File: config.mk
export PLATFORM = sky130hd
export DESIGN_NAME = uart_rx
export DESIGN_NICKNAME = d
export VERILOG_FILES = /design/src/rtl/uart_rx.sv
export SDC_FILE = /design/constraint.sdc
export NUM_CORES = 1
export LEC_CHECK = 0
export ABC_AREA = 1
export ABC_CLOCK_PERIOD_IN_PS = 1500
export BUFFER_PORTS_ARGS = -buffer_cell sky130_fd_sc_hd__buf_2
export CAP_MARGIN = 20
export CORE_AREA = 2 2 56 58
export CTS_CLUSTER_SIZE = 20
export DETAILED_ROUTE_END_ITERATION = 16
export DIE_AREA = 0 0 58 60
export PLACE_DENSITY = 0.67
export SLEW_MARGIN = 10
export SYNTH_ARGS = -nofsm -noshare
export SYNTH_HDL_FRONTEND = slang
export SYNTH_SLANG_ARGS = --single-unit
File: constraint.sdc
create_clock -name clk -period 1.5 [get_ports clk]
set_clock_uncertainty 0.05 [all_clocks]
set_input_delay 0 -clock clk [delete_from_list [all_inputs] [get_ports clk]]
set_output_delay 0 -clock clk [all_outputs]
set_load 0.01 [all_outputs]
File: src/rtl/uart_rx.sv
// UART receiver: 2-flop synced rx, mid-bit sampling, 8N1 LSB-first, or 8E1 when UART_RX_PARITY_EN is defined.
// Strobes land on the clk edge of the stop-bit sample tick. There is no backpressure: the consumer must take each byte on its data_valid pulse.
module uart_rx #(
    parameter int OVERSAMPLE = 16
) (
    input  logic       clk,
    input  logic       rst,
    input  logic       rx_tick,
    input  logic       rx,
    output logic [7:0] data_out,
    output logic       data_valid,
    output logic       frame_err,
    output logic       parity_err,
    output logic       busy
);
    localparam int TW = $clog2(OVERSAMPLE);
    localparam logic [TW-1:0] HALF_M1 = TW'(OVERSAMPLE / 2 - 1);
    localparam logic [TW-1:0] FULL_M1 = TW'(OVERSAMPLE - 1);

    typedef enum logic [2:0] {
        IDLE   = 3'd0,
        START  = 3'd1,
        DATA   = 3'd2,
`ifdef UART_RX_PARITY_EN
        PARITY = 3'd3,
`endif
        STOP   = 3'd4,
        BREAK  = 3'd5
    } state_t;

    state_t        state, state_nxt;
    logic          rx_meta, rx_s;
    logic [TW-1:0] tick_cnt;
    logic [2:0]    bit_cnt;
    logic [7:0]    sr;
    logic          tick_clr, tick_inc, bit_clr, shift_en, par_cap, stop_smp;

    always_ff @(posedge clk) begin
        if (rst) begin
            rx_meta <= 1'b1;
            rx_s    <= 1'b1;
        end else begin
            rx_meta <= rx;
            rx_s    <= rx_meta;
        end
    end

    always_ff @(posedge clk) begin
        if (rst) state <= IDLE;
        else     state <= state_nxt;
    end

    // Everything except the synchronizer advances only on rx_tick.
    always_comb begin
        state_nxt = state;
        tick_clr  = 1'b0;
        tick_inc  = 1'b0;
        bit_clr   = 1'b0;
        shift_en  = 1'b0;
        par_cap   = 1'b0;
        stop_smp  = 1'b0;
        if (rx_tick) begin
            case (state)
                IDLE: begin
                    if (!rx_s) begin
                        tick_clr  = 1'b1;
                        state_nxt = START;
                    end
                end
                START: begin
                    if (tick_cnt == HALF_M1) begin
                        tick_clr = 1'b1;
                        if (rx_s) begin
                            state_nxt = IDLE;
                        end else begin
                            bit_clr   = 1'b1;
                            state_nxt = DATA;
                        end
                    end else begin
                        tick_inc = 1'b1;
                    end
                end
                DATA: begin
                    if (tick_cnt == FULL_M1) begin
                        tick_clr = 1'b1;
                        shift_en = 1'b1;
                        if (bit_cnt == 3'd7) begin
`ifdef UART_RX_PARITY_EN
                            state_nxt = PARITY;
`else
                            state_nxt = STOP;
`endif
                        end
                    end else begin
                        tick_inc = 1'b1;
                    end
                end
`ifdef UART_RX_PARITY_EN
                PARITY: begin
                    if (tick_cnt == FULL_M1) begin
                        tick_clr  = 1'b1;
                        par_cap   = 1'b1;
                        state_nxt = STOP;
                    end else begin
                        tick_inc = 1'b1;
                    end
                end
`endif
                STOP: begin
                    if (tick_cnt == FULL_M1) begin
                        tick_clr  = 1'b1;
                        stop_smp  = 1'b1;
                        state_nxt = rx_s ? IDLE : BREAK;
                    end else begin
                        tick_inc = 1'b1;
                    end
                end
                BREAK: begin
                    if (rx_s) state_nxt = IDLE;
                end
                default: state_nxt = IDLE;
            endcase
        end
    end

    always_ff @(posedge clk) begin
        if (rst) begin
            tick_cnt   <= '0;
            bit_cnt    <= 3'd0;
            sr         <= 8'h00;
            data_out   <= 8'h00;
            data_valid <= 1'b0;
            frame_err  <= 1'b0;
        end else begin
            if (tick_clr)      tick_cnt <= '0;
            else if (tick_inc) tick_cnt <= tick_cnt + 1'b1;
            if (bit_clr)       bit_cnt <= 3'd0;
            else if (shift_en) bit_cnt <= bit_cnt + 3'd1;
            if (shift_en)      sr <= {rx_s, sr[7:1]};
            if (stop_smp)      data_out <= sr;
            data_valid <= stop_smp & rx_s;
            frame_err  <= stop_smp & ~rx_s;
        end
    end

`ifdef UART_RX_PARITY_EN
    logic par_bit;

    always_ff @(posedge clk) begin
        if (rst) begin
            par_bit    <= 1'b0;
            parity_err <= 1'b0;
        end else begin
            if (par_cap) par_bit <= rx_s;
            // Even parity: data bits plus parity bit must XOR to zero.
            parity_err <= stop_smp & rx_s & (^{sr, par_bit});
        end
    end
`else
    assign parity_err = 1'b0;
`endif

    assign busy = (state != IDLE);

endmodule

Word level (Yosys, flattened, before mapping) --
Cells that the tools add are included.
Word-level totals: flip-flop bits (word level) 30, input port bits 4, output and inout bits 12, logic and storage cells 58
Operators by class: add/sub/neg operators 2, eq/ne operators 13, mux-type cells 25, bitwise operators 3, reductions and logical operators 6
Operators with widths (count):
- 3-bit two-way mux | 7
- 3-bit case mux with 5 select lines | 1
- 1-bit two-way mux | 14
- 2-bit inequality test (second input constant) | 6
- 3-bit equality test (second input constant) | 3
- 7-bit AND reduction | 1
- 2-bit OR reduction | 3
- 4-bit by 1-bit adder with 4-bit output (second input constant) | 1
- 4-bit by 3-bit equality test with 1-bit output (second input constant) | 1
- 4-bit equality test (second input constant) | 1
- 3-bit by 1-bit adder with 3-bit output (second input constant) | 1
- 3-bit by 1-bit equality test with 1-bit output (second input constant) | 1
- 3-bit by 2-bit equality test with 1-bit output (second input constant) | 1
- 3-bit logical NOT | 1
- 1-bit case mux with 3 select lines | 1
- 3-bit nonzero test | 1
- 1-bit AND | 2
- 2-bit two-way mux | 1
- 1-bit case mux with 2 select lines | 1
- 1-bit inverter | 1

Logic depth before layout (Yosys ltp) --
word-level depth 5, gate-level depth with buffers 10, gate-level depth less buffers 10

Worst setup path before layout --
No wires, ideal clock.
kind reg-to-reg, start point reg tick_cnt[0], end point reg data_out[0], setup time 0.116 ns, data arrival time 1.189 ns, required time 1.334 ns, slack 0.145 ns, stages on the path, launching flop included 8, path buffers 1, period minus slack after synthesis 1.355 ns, cell sequence dfxtp_1 > ha_1 > nand3_2 > nor2_2 > nand2_1 > buf_2 > o21ai_0 > nor2_1
Between the ends: word-level cells in the longest chain between the ends 4
Ends and longest elaborated chain:
- start, declared | RTL line 33 | logic [TW-1:0] tick_cnt;
- start signal, assigned | RTL line 136 | else if (tick_inc) tick_cnt <= tick_cnt + 1'b1;
- 4-bit equality test | RTL line 110 | if (tick_cnt == FULL_M1) begin
- 1-bit two-way mux | RTL line 110
- 1-bit two-way mux | RTL line 63 | case (state)
- 1-bit two-way mux | RTL line 62 | if (rx_tick) begin
- end signal, assigned | RTL line 140 | if (stop_smp) data_out <= sr;
- end, declared | RTL line 10 | output logic [7:0] data_out,
No other way between the ends. A chain may end at the register's enable or synchronous reset.

Final worst setup path --
start point reg tick_cnt[0], end point reg bit_cnt[1]
Between the ends: word-level cells in the longest chain between the ends 5, elaborated cells on any way between the ends 9, classes of those cells eq/ne (2); mux (6); reduce/logical (1)
Ends and longest elaborated chain:
- 4-bit by 3-bit equality test with 1-bit output | RTL line 71 | if (tick_cnt == HALF_M1) begin
- 1-bit two-way mux | RTL line 71
- 1-bit two-way mux | RTL line 63
- 1-bit two-way mux | RTL line 62
- 2-bit OR reduction (no source line)
- end signal, assigned | RTL line 138 | else if (shift_en) bit_cnt <= bit_cnt + 3'd1;
- end, declared | RTL line 34 | logic [2:0] bit_cnt;
Several ways; a longest one is shown, not always the timed one.

==> impl_metrics.csv <==
group,metric,value,unit
clock_tree,clk_latency,320,ps
timing,hold_viol_final,0,
power_and_ir_drop,netSwitchingFraction,35.75,%
worst_hold_path,hp-class,"in -> reg",
floorplan,rows,20,
timing,final.setup.worst_slack,126.5,ps
layout,area_delta_synth_final,17.86,%
timing,finalCriticalPeriod,1373,ps
detailed_routing,wl,2722,um
worst_setup_path,required,1690,ps
detailed_routing,drt-wirelength-per-cell,10.89,um
placed_design,dp_hpwl,1935,um
floorplan,fp.dieArea,3480,um2
clock_tree,cts_tree,"yes",
clock_tree,cts.sinks,30,
worst_setup_path,startpoint_type,"register",
floorplan,start_util,47.07,%
logic_synthesis,ys_seq_elements,30,
layout,nFillCells,273,
timing,post-route-period-util,91.57,%
run_status,status,"complete, no violations",
detailed_routing,vias,1231,
placed_design,gp_routability_congestion,0.8707,
layout,drive_gt1_share,22.58,%
clock_tree,htree_num_levels,2,
detailed_routing,drtIter0Drc,52,
logic_synthesis,synthCells,195,
detailed_routing,ant_nets,0,
layout,multi_input_area,690.7,um2
detailed_routing,drc_errors,0,
grt,grt_antenna_before_repair,0,
power_and_ir_drop,p_switching,0.6981,mW
logic_synthesis,postSynthAreaPerCell,7.007,um2
clock_tree,clk_path_buf_depth,2,
logic_synthesis,synth_area,1366,um2
worst_setup_path,crit_path_end_kind,"register",
layout,final_core_util,55.47,%
layout,design_area,1610,um2
logic_synthesis,yosysWarnings,0,
logic_synthesis,synth_seq_area_share,43.96,%
logic_synthesis,synthDistinctLibCells,21,
power_and_ir_drop,vdd_drop_max,0.7528,mV
floorplan,core,2903,um2
layout,fin_nets,223,
power_and_ir_drop,power.leakage,0.7734,nW
detailed_routing,drtPass1Iterations,4,
timing,setup_violations,0,
worst_setup_path,arrival,1570,ps
grt,grt_max_degree,14,
layout,antenna_cells,0,
worst_setup_path,cp_max_fo,11,
power_and_ir_drop,intPower,1.255,mW
power_and_ir_drop,clockPowerShare,26.0,%
floorplan,die_w,58,um
detailed_routing,vias_per_cell,4.924,
floorplan,ios,16,
floorplan,die_h,60,um
placed_design,placed_area,1460,um2
clock_tree,cts_root_buf,"clkbuf_4",
clock_tree,cts_buffers,5,
power_and_ir_drop,combPwrFrac,28.3,%
logic_synthesis,syn_nets,202,
power_and_ir_drop,power_frac_seq,45.7,%
grt,track_usage,16.90,%
grt,grt_pass1_wl,4533,um
placed_design,io_buffer_count,14,
timing,fmax,728.1,MHz
run,timing.max_cap.violations,0,
grt,grt_pass1_vias,1139,
timing,slew_violations,0,
layout,regArea,606.8,um2
worst_setup_path,path_class,"reg -> reg",
clock_tree,cts.clk_slew.worst_paths,90,ps
grt,gr-total-overflow,0,
power_and_ir_drop,p_per_area,1213,nW/um2
placed_design,dp_slack,-85.39,ps
## layer usage
layer  vias up  wire length, um  GRT usage [%]
met1       547             1300          20.75
li1        653                -              -
met4         0               12          4.983
met2        29             1292          28.57
met5         -                0              0
met3         2              116          5.195
## registers in the layout, indices dropped and copies added, names as in the netlist
name and count:
bit_cnt 3, data_out 8, data_valid 1, frame_err 1, rx_meta 1, rx_s 1, sr 8, state 3
tick_cnt 4
## path summary, 6_finish.rpt
path         slack, ps          end         from  cells past startpoint
min                 50  tick_cnt[0]      rx_tick                      5
min reg2reg        380         rx_s      rx_meta                      1
max                130   bit_cnt[1]  tick_cnt[0]                      7
max reg2reg        130   bit_cnt[1]  tick_cnt[0]                      7
## placed cells by master, fill, tap and decap left out, drive strengths merged
cell type	n
a21oi	7
buf	18
clkbuf	6
clkinv	1
clkinvlp	1
conb	1
dfxtp	30
dlygate4sd3	3
ha	3
inv	18
nand2	41
nand3	17
nor2	46
nor3	2
o21ai	18
or2	2
xor2	3
## power by group through the flow
stage,Sequential (mW),Combinational [mW],Clock [mW]
after floorplan,0.889,0.384,0
after global placement,0.896,0.487,0
after detailed placement,0.897,0.494,0
after CTS,0.879,0.509,0.534
after global routing,0.901,0.627,0.550
final,0.892,0.552,0.508
## synth_stat cells (all sizes together)
| cell type | number | share of area [%] |
|---|---|---|
| nor2 | 46 | 13 |
| nand2 | 41 | 12 |
| dfxtp | 30 | 44 |
| inv | 18 | 4.9 |
| o21ai | 18 | 6.6 |
| nand3 | 17 | 6.6 |
| a21oi | 7 | 2.8 |
| buf | 5 | 2.9 |
| ha | 3 | 2.7 |
| xor2 | 3 | 1.9 |
| clkbuf | 2 | 0.55 |
| nor3 | 2 | 0.73 |
| or2 | 2 | 0.92 |
| conb | 1 | 0.27 |
## logic make-up after synthesis
| logic type | Yosys count | share of synthesized area, % |
|---|---|---|
| buffers and inverters | 25 | 8.426 |
| AOI/OAI and AO/OA | 25 | 9.433 |
| and+or+nand+nor | 108 | 33.24 |
| adders and majority gates | 3 | 2.748 |
| xor gates and xnor gates | 3 | 1.923 |
| other | 1 | 0.2745 |
| DFF | 30 | 43.96 |
## timing repair
item / 4_1_cts / 5_1_grt
setup buffers: 0 / 0
hold buffers: 3 / 0
hold endpoints to repair: 8 / 0
gates resized for setup: 5 / 19
setup endpoints to repair: 11 / 22
pin swaps: 0 / 2
## per-stage QoR
stage	hold WS (ps)	total power, mW	instances	setup TNS (ps)
3_3_place_gp	135.2	1.383	239	-15.38
5_1_grt	89.82	2.078	250	-6.413
6_report	50.55	1.953	250	0
3_5_place_dp	139.3	1.391	239	-617.0
4_1_cts	40.90	1.921	250	0
2_1_floorplan	26.79	1.273	195	0
## critical path, cell delays in order, from the launching register on
cell and delay [ps]:
dfxtp_4 380, ha_4 150, nand3_2 120, nor2_4 190
nand2_4 130, inv_8 100, nand2_1 50, a21oi_1 130
## final cells by class
class                   instances  area share, %
repair buffers                 21          8.081
well taps                      33          2.564
clock buffers                   6          3.186
inverters                      18          4.817
multi-input cells             140          42.89
flip-flops and latches         30          37.68
clock inverters                 2         0.7770
Note: power is estimated with default switching activity, not from simulation.
